`config.mk`:
```
export PLATFORM = sky130hd
export DESIGN_NAME = sync_period_meter
export DESIGN_NICKNAME = d
export VERILOG_FILES = /design/src/rtl/sync_period_meter_pkg.sv /design/src/rtl/sync_edge_detect.sv /design/src/rtl/sync_period_meter.sv
export SDC_FILE = /design/constraint.sdc
export NUM_CORES = 1
export LEC_CHECK = 0
export CAP_MARGIN = 5
export CORE_UTILIZATION = 40
export CTS_BUF_LIST = sky130_fd_sc_hd__clkbuf_16
export DETAILED_ROUTE_END_ITERATION = 7
export PLACE_DENSITY = 0.56
export SYNTH_ARGS = -nofsm -noshare
export SYNTH_HDL_FRONTEND = slang
export SYNTH_SLANG_ARGS = --single-unit
```
`constraint.sdc`:
```
create_clock -name clk -period 5.35 [get_ports clk]
set_input_delay 0.535 -clock clk [delete_from_list [all_inputs] [get_ports clk]]
set_output_delay 0.535 -clock clk [all_outputs]
set_load 0.03 [all_outputs]
```
`src/rtl/sync_period_meter_pkg.sv`:
```
// Shared scaling constants and FSM encoding for the sync period meter and the lut_n tables.
// Both sides import this package so their count scaling always agrees.
package sync_period_meter_pkg;

    localparam int N_SYNC  = 50;
    localparam int CNT_W   = 14;
    localparam int MIN_GAP = 8;
    localparam int MIN_CNT = 666;
    localparam int MAX_CNT = 5000;

    typedef enum logic {
        ACQUIRE = 1'b0,
        MEASURE = 1'b1
    } state_t;

    function automatic logic cnt_in_range(input logic [CNT_W-1:0] n);
        return (n >= CNT_W'(MIN_CNT)) && (n <= CNT_W'(MAX_CNT));
    endfunction

endpackage

```
`src/rtl/sync_edge_detect.sv`:
```
// Synchronises the external sync wave, finds rising edges and drops edges that
// follow the previous accepted edge by fewer than MIN_GAP clocks.
module sync_edge_detect
    import sync_period_meter_pkg::*;
(
    input  logic clk,
    input  logic rst_n,
    input  logic sync_in,
    output logic edge_acc
);

    localparam int GAP_W = $clog2(MIN_GAP + 1);

    // [0] metastability stage, [1] synchronised level, [2] edge register
    logic [2:0]       sync_pipe_reg;
    logic [GAP_W-1:0] gap_reg;
    logic             edge_det;
    logic             gap_ok;

    assign edge_det = sync_pipe_reg[1] & ~sync_pipe_reg[2];
    assign gap_ok   = (gap_reg >= GAP_W'(MIN_GAP));
    assign edge_acc = edge_det & gap_ok;

    always_ff @(posedge clk or negedge rst_n) begin
        if (!rst_n) begin
            sync_pipe_reg <= '0;
            gap_reg       <= '0;
        end else begin
            sync_pipe_reg <= {sync_pipe_reg[1:0], sync_in};
            if (edge_acc) begin
                gap_reg <= '0;
            end else if (!gap_ok) begin
                gap_reg <= gap_reg + 1'b1;
            end
        end
    end

endmodule

```
`src/rtl/sync_period_meter.sv`:
```
// Counts clk periods spanning N_SYNC accepted sync rising edges; the closing edge
// of one window opens the next, so consecutive results have no dead time.
module sync_period_meter
    import sync_period_meter_pkg::*;
(
    input  logic             clk,
    input  logic             rst_n,
    input  logic             sync_in,
    output logic [CNT_W-1:0] n_clk_cnts,
    output logic             cnt_valid,
    output logic             in_range,
    output logic             overflow
);

    localparam int               EDGE_W  = $clog2(N_SYNC + 1);
    localparam logic [CNT_W-1:0] CNT_SAT = '1;

    logic              edge_acc;
    state_t            state_reg;
    logic [CNT_W-1:0]  win_cnt_reg;
    logic [EDGE_W-1:0] edge_cnt_reg;
    logic              window_close;

    sync_edge_detect u_edge (
        .clk      (clk),
        .rst_n    (rst_n),
        .sync_in  (sync_in),
        .edge_acc (edge_acc)
    );

    assign window_close = edge_acc && (edge_cnt_reg == EDGE_W'(N_SYNC - 1));

    always_ff @(posedge clk or negedge rst_n) begin
        if (!rst_n) begin
            state_reg    <= ACQUIRE;
            win_cnt_reg  <= '0;
            edge_cnt_reg <= '0;
            n_clk_cnts   <= CNT_SAT;
            cnt_valid    <= 1'b0;
            in_range     <= 1'b0;
            overflow     <= 1'b0;
        end else begin
            cnt_valid <= 1'b0;
            case (state_reg)
                ACQUIRE: begin
                    if (edge_acc) begin
                        win_cnt_reg  <= CNT_W'(1);
                        edge_cnt_reg <= '0;
                        state_reg    <= MEASURE;
                    end
                end
                MEASURE: begin
                    // A closing edge takes priority over saturation in the same cycle.
                    if (window_close) begin
                        n_clk_cnts   <= win_cnt_reg;
                        in_range     <= cnt_in_range(win_cnt_reg);
                        overflow     <= 1'b0;
                        cnt_valid    <= 1'b1;
                        win_cnt_reg  <= CNT_W'(1);
                        edge_cnt_reg <= '0;
                    end else if (win_cnt_reg == CNT_SAT) begin
                        n_clk_cnts   <= CNT_SAT;
                        in_range     <= 1'b0;
                        overflow     <= 1'b1;
                        cnt_valid    <= 1'b1;
                        win_cnt_reg  <= '0;
                        edge_cnt_reg <= '0;
                        state_reg    <= ACQUIRE;
                    end else begin
                        win_cnt_reg <= win_cnt_reg + 1'b1;
                        if (edge_acc) begin
                            edge_cnt_reg <= edge_cnt_reg + 1'b1;
                        end
                    end
                end
            endcase
        end
    end

endmodule

```
# Word level (Yosys, flattened, before mapping)
# Cells that the tools add are included.
# classes
muxes	24
n_lt_le_gt_ge	3
reduce_logical	5
add_sub_neg	3
bitwise	4
eq_ne	5
# ops
op	n
14-bit 2-to-1 mux	5
14-bit one-hot mux with 2 select lines	1
6-bit 2-to-1 mux	4
14-bit by 1-bit adder with 14-bit output, second input constant	1
14-bit == test, second input constant	1
14-bit by 10-bit greater-or-equal comparator with 1-bit output, second input constant	1
14-bit by 13-bit <= comparator with 1-bit output, second input constant	1
6-bit one-hot mux with 2 select lines	1
1-bit 2-to-1 mux	10
4-bit 2-to-1 mux	2
6-bit by 1-bit adder with 6-bit output, second input constant	1
6-bit == test, second input constant	1
4-bit by 1-bit adder with 4-bit output, second input constant	1
4-bit greater-or-equal comparator, second input constant	1
2-bit != test, second input constant	2
4-bit by 2-bit != test with 1-bit output, second input constant	1
2-bit AND reduction	2
1-bit AND	2
1-bit logical AND	2
1-bit NOT	2
1-bit one-hot mux with 2 select lines	1
2-bit nonzero test	1
# totals
out_inout_bits	17
regBits	45
wordCells	53

# Logic depth before layout (Yosys ltp)
# logic_depth
word_depth	7
depth_mapped	7
depth_no_buf	6

# Cells and area by module
# A second synthesis with hierarchy kept.
# unflattened
cells_unflattened	225
area_unflattened_um2	2346.0
# modules_own_cells
module	seq_area_each_um2	area_per_inst_um2	instances	cells_per_inst
sync_period_meter	968.4	2049.5	1	201
sync_edge_detect	175.2	296.5	1	24

# Least setup slack after synthesis
# No wires, ideal clock.
# synth_timing
path_kind	register to register
startpoint	reg win_cnt_reg[1]
endpoint	reg win_cnt_reg[11]
stages_incl_launch_ff	7
slack_ns	3.415
arrival_ns	1.817
synth_period_minus_slack_ns	1.935
path_cell_list	dfrtp_1 > ha_1 > nand3_2 > or4_1 > buf_2 > a31o_1 > a21o_1
# synth_between
elab_chain_cells	4
word_cells_on_any_way	5
classes_between	1 x add/sub; 1 x eq/ne; 3 x mux
# synth_lines
element	line	source
start: declaration	sync_period_meter.sv:20	logic [CNT_W-1:0] win_cnt_reg;
start signal: assignment	sync_period_meter.sv:70	win_cnt_reg <= win_cnt_reg + 1'b1;
14-bit by 1-bit adder with 14-bit output or 14-bit == test (tied branches)	sync_period_meter.sv:70, sync_period_meter.sv:61	
14-bit 2-to-1 mux (*)	sync_period_meter.sv:61	end else if (win_cnt_reg == CNT_SAT) begin
14-bit 2-to-1 mux (*)	sync_period_meter.sv:54	if (window_close) begin
14-bit one-hot mux with 2 select lines (*)	sync_period_meter.sv:44	case (state_reg)
# Mark *: on every way between the ends. The rest lies on a longest branch, timed or not.
# A chain may end at the register's enable or synchronous reset.

# Worst setup path in the final report
# Ends and elaborated chain as after synthesis.

==> impl_metrics.yaml <==
status:
  outcome: "finished clean"
yosys:
  netlist_top_cells_area: "dfrtp_1, dfstp_2, o21ai_0"
  yosysTopAreaCell: "dfrtp_1"
  ys_seq_area_share_pct: 49.7
  synthTopCellsByCount: "dfrtp_1, o21ai_0, nor2_1"
  syn-instance-count: 241
  synth_top_area_share_pct: 33.7
  yosysUniqueCellTypes: 48
  ys_seq_elements: 45
  synth_edf_count: 0
  synth_warnings: 0
  syn_area_um2: 2300
  synthFlopType: "dfrtp_1"
  syn_nets: 250
  async_flop_share_pct: 100
  syn_avg_cell_area_um2: 9.54
  yosysMostFrequentCell: "dfrtp_1"
grt:
  globalRouteTotalUtil_pct: 18.4
  grt_pass1_wl_mm: 8.64
  grt_overflow: 0
  grt_start_max_net_pins: 46
  grt_pass1_vias: 1750
  antenna_found_initial: 0
sta:
  slew_violations: 0
  grt_setup_unrepaired: "false"
  setup_tns_ns: 0
  skew_ns: 0.00551
  fin_crit_sh_pct: 41.7
  fmax_mhz: 448
  setup_viol_count_final: 0
  worst_slew_pin_slew_ns: 0.980
  final-hold-violation-count: 0
  period_needed_ns: 2.23
  timing.slew.headroom_pct: 34.7
floorplan:
  core-area_um2: 5540
  die_height_um: 77.8
  die_x_um: 77.8
  die-area_um2: 6060
  initial_core_util_pct: 41.5
  fp-row-count: 27
  boundaryPins: 20
power_and_ir_drop:
  p_leak_uw: 0.00112
  powerDensity_nw_per_um2: 349
  power.internal_uw: 631
  p_switching_uw: 298
  combPwrFrac_pct: 19.4
  pwr-share-seq_pct: 49.2
  swShare_pct: 32.1
  p_clk_share_pct: 31.4
  ir_drop_mv: 0.180
route:
  firstDrtPassIters: 7
  drcViolationCount: 0
  wl_per_cell_um: 15.5
  vias: 1862
  drtIter0Drc: 118
  wirelength_mm: 5.05
  ant_nets: 0
  avgViaCountPerCell: 5.71
setup_path:
  r2r-start: "win_cnt_reg[1]$_DFFE_PN0P_"
  crit_fanout: 9
  crit_arrival_ns: 2.41
  reg2reg_depth: 5
  r2r_end: "win_cnt_reg[11]$_DFFE_PN0P_"
  startpoint_type: "register"
  required_ns: 5.53
  crit_type: "register to register"
  crit_start: "win_cnt_reg[1]$_DFFE_PN0P_"
  slowest_delay_ns: 0.77
  critPathSlowestCell: "or4_1"
  rrSetupSlack_ns: 3.12
  path_cells: "ha_1 > nand3_2 > or4_1 > a31o_1 > a21o_1"
  cp-end-kind: "register"
hold_path:
  whs_path_depth: 0
  hold_path_end: "u_edge.sync_pipe_reg[1]$_DFF_PN0_"
  hp-class: "register to register"
  worstHoldStart: "u_edge.sync_pipe_reg[0]$_DFF_PN0_"
clock_network:
  h-tree-depth: 2
  hold_buffers: 0
  root_buffer: "clkbuf_16"
  clock_path_buffers: 2
  ctsResizeCount: 0
  postCtsSetupBuffers: 0
  path_clk_slew_ns: 0.06
  cts_tree: "done"
  clock_latency_ns: 0.29
  cts.sinks: 45
  numCtsBuffers: 5
flow_run:
  drv_cap: 0
cells_and_area:
  final_util_pct: 48.0
  layout.nets: 262
  antennaDiodeCount: 0
  syn2layout_area_growth_pct: 15.7
  drive_gt1_share_pct: 12.6
placed_design:
  io_buffers: 19
  dp_hpwl_mm: 3.44
  gp_congestion: 0.875
-- logic make-up (layout without fill, tap and decap cells) --
| group | Yosys count | count (layout) | share of synthesized area, % |
|---|---|---|---|
| flops | 45 | 45 | 49.7 |
| compound gates | 70 | 70 | 19.0 |
| xor+xnor | 1 | 1 | 0.381 |
| simple gates | 90 | 90 | 22.2 |
| fa+ha+maj | 6 | 6 | 3.26 |
| buf+inv | 29 | 42 | 5.39 |
-- final cells by class --
| cell class | instances | area [um2] |
|---|---|---|
| sequential | 45 | 1140 |
| timing repair buffer | 21 | 200 |
| inverter | 13 | 48.8 |
| fill | 535 | 2880 |
| multi-input combinational | 167 | 1040 |
| clock inverter | 3 | 13.8 |
| clock buffer | 5 | 125 |
| tap | 72 | 90.1 |
-- per-layer routing --
| layer | global-route usage, % | routed length (um) |
|---|---|---|
| met5 | 0 | 0 |
| met4 | 6.23 | 62 |
| met3 | 4.24 | 180 |
| met2 | 26.8 | 2190 |
| met1 | 26.7 | 2610 |
-- critical path: cells and delay by family (launching register included) --
kind	cells	cell delay, ns
and+or+nand+nor	2	0.95
DFF	1	0.47
AOI/OAI and AO/OA	2	0.45
adders and majority gates	1	0.26
-- worst max-delay path by stage --
stage / slack (ns) / to
final: 3.12 / win_cnt_reg[11]$_DFFE_PN0P_
after floorplan: 3.41 / win_cnt_reg[11]$_DFFE_PN0P_
after global placement: 3.19 / edge_cnt_reg[5]$_DFFE_PN0P_
after global routing: 2.91 / edge_cnt_reg[5]$_DFFE_PN0P_
after detailed placement: 3.15 / win_cnt_reg[11]$_DFFE_PN0P_
after CTS: 3.13 / edge_cnt_reg[5]$_DFFE_PN0P_
-- power by group through the flow --
stage                     Combinational (uW)  Clock (uW)  Sequential [uW]
after floorplan                          166           0              427
after global placement                   181           0              461
after detailed placement                 182           0              461
after CTS                                183         301              457
after global routing                     213         313              467
final                                    181         292              457
-- cells in the final DEF (no fill, tap or decap), drive strengths merged, types with 3 or more instances in the layout --
cell / count
a21o: 5
a21oi: 15
a31oi: 4
and3: 4
buf: 3
clkbuf: 5
clkdlybuf4s50: 18
dfrtp: 31
dfstp: 14
ha: 6
inv: 14
nand2: 13
nand2b: 4
nand3: 17
nand4: 6
nor2: 20
nor3: 5
nor4: 4
o21ai: 26
or4: 7
-- through the flow --
step	total power, uW	hold slack [ns]	std cells	instance area, um2	setup WS [ns]
after floorplan	593	0.239	241	2300	3.41
final	929	0.350	326	2660	3.12
after detailed placement	643	0.340	318	2520	3.15
after global placement	642	0.352	318	2520	3.19
after global routing	993	0.354	326	2660	2.91
after CTS	940	0.354	326	2660	3.13
(Power assumes the default switching activity.)
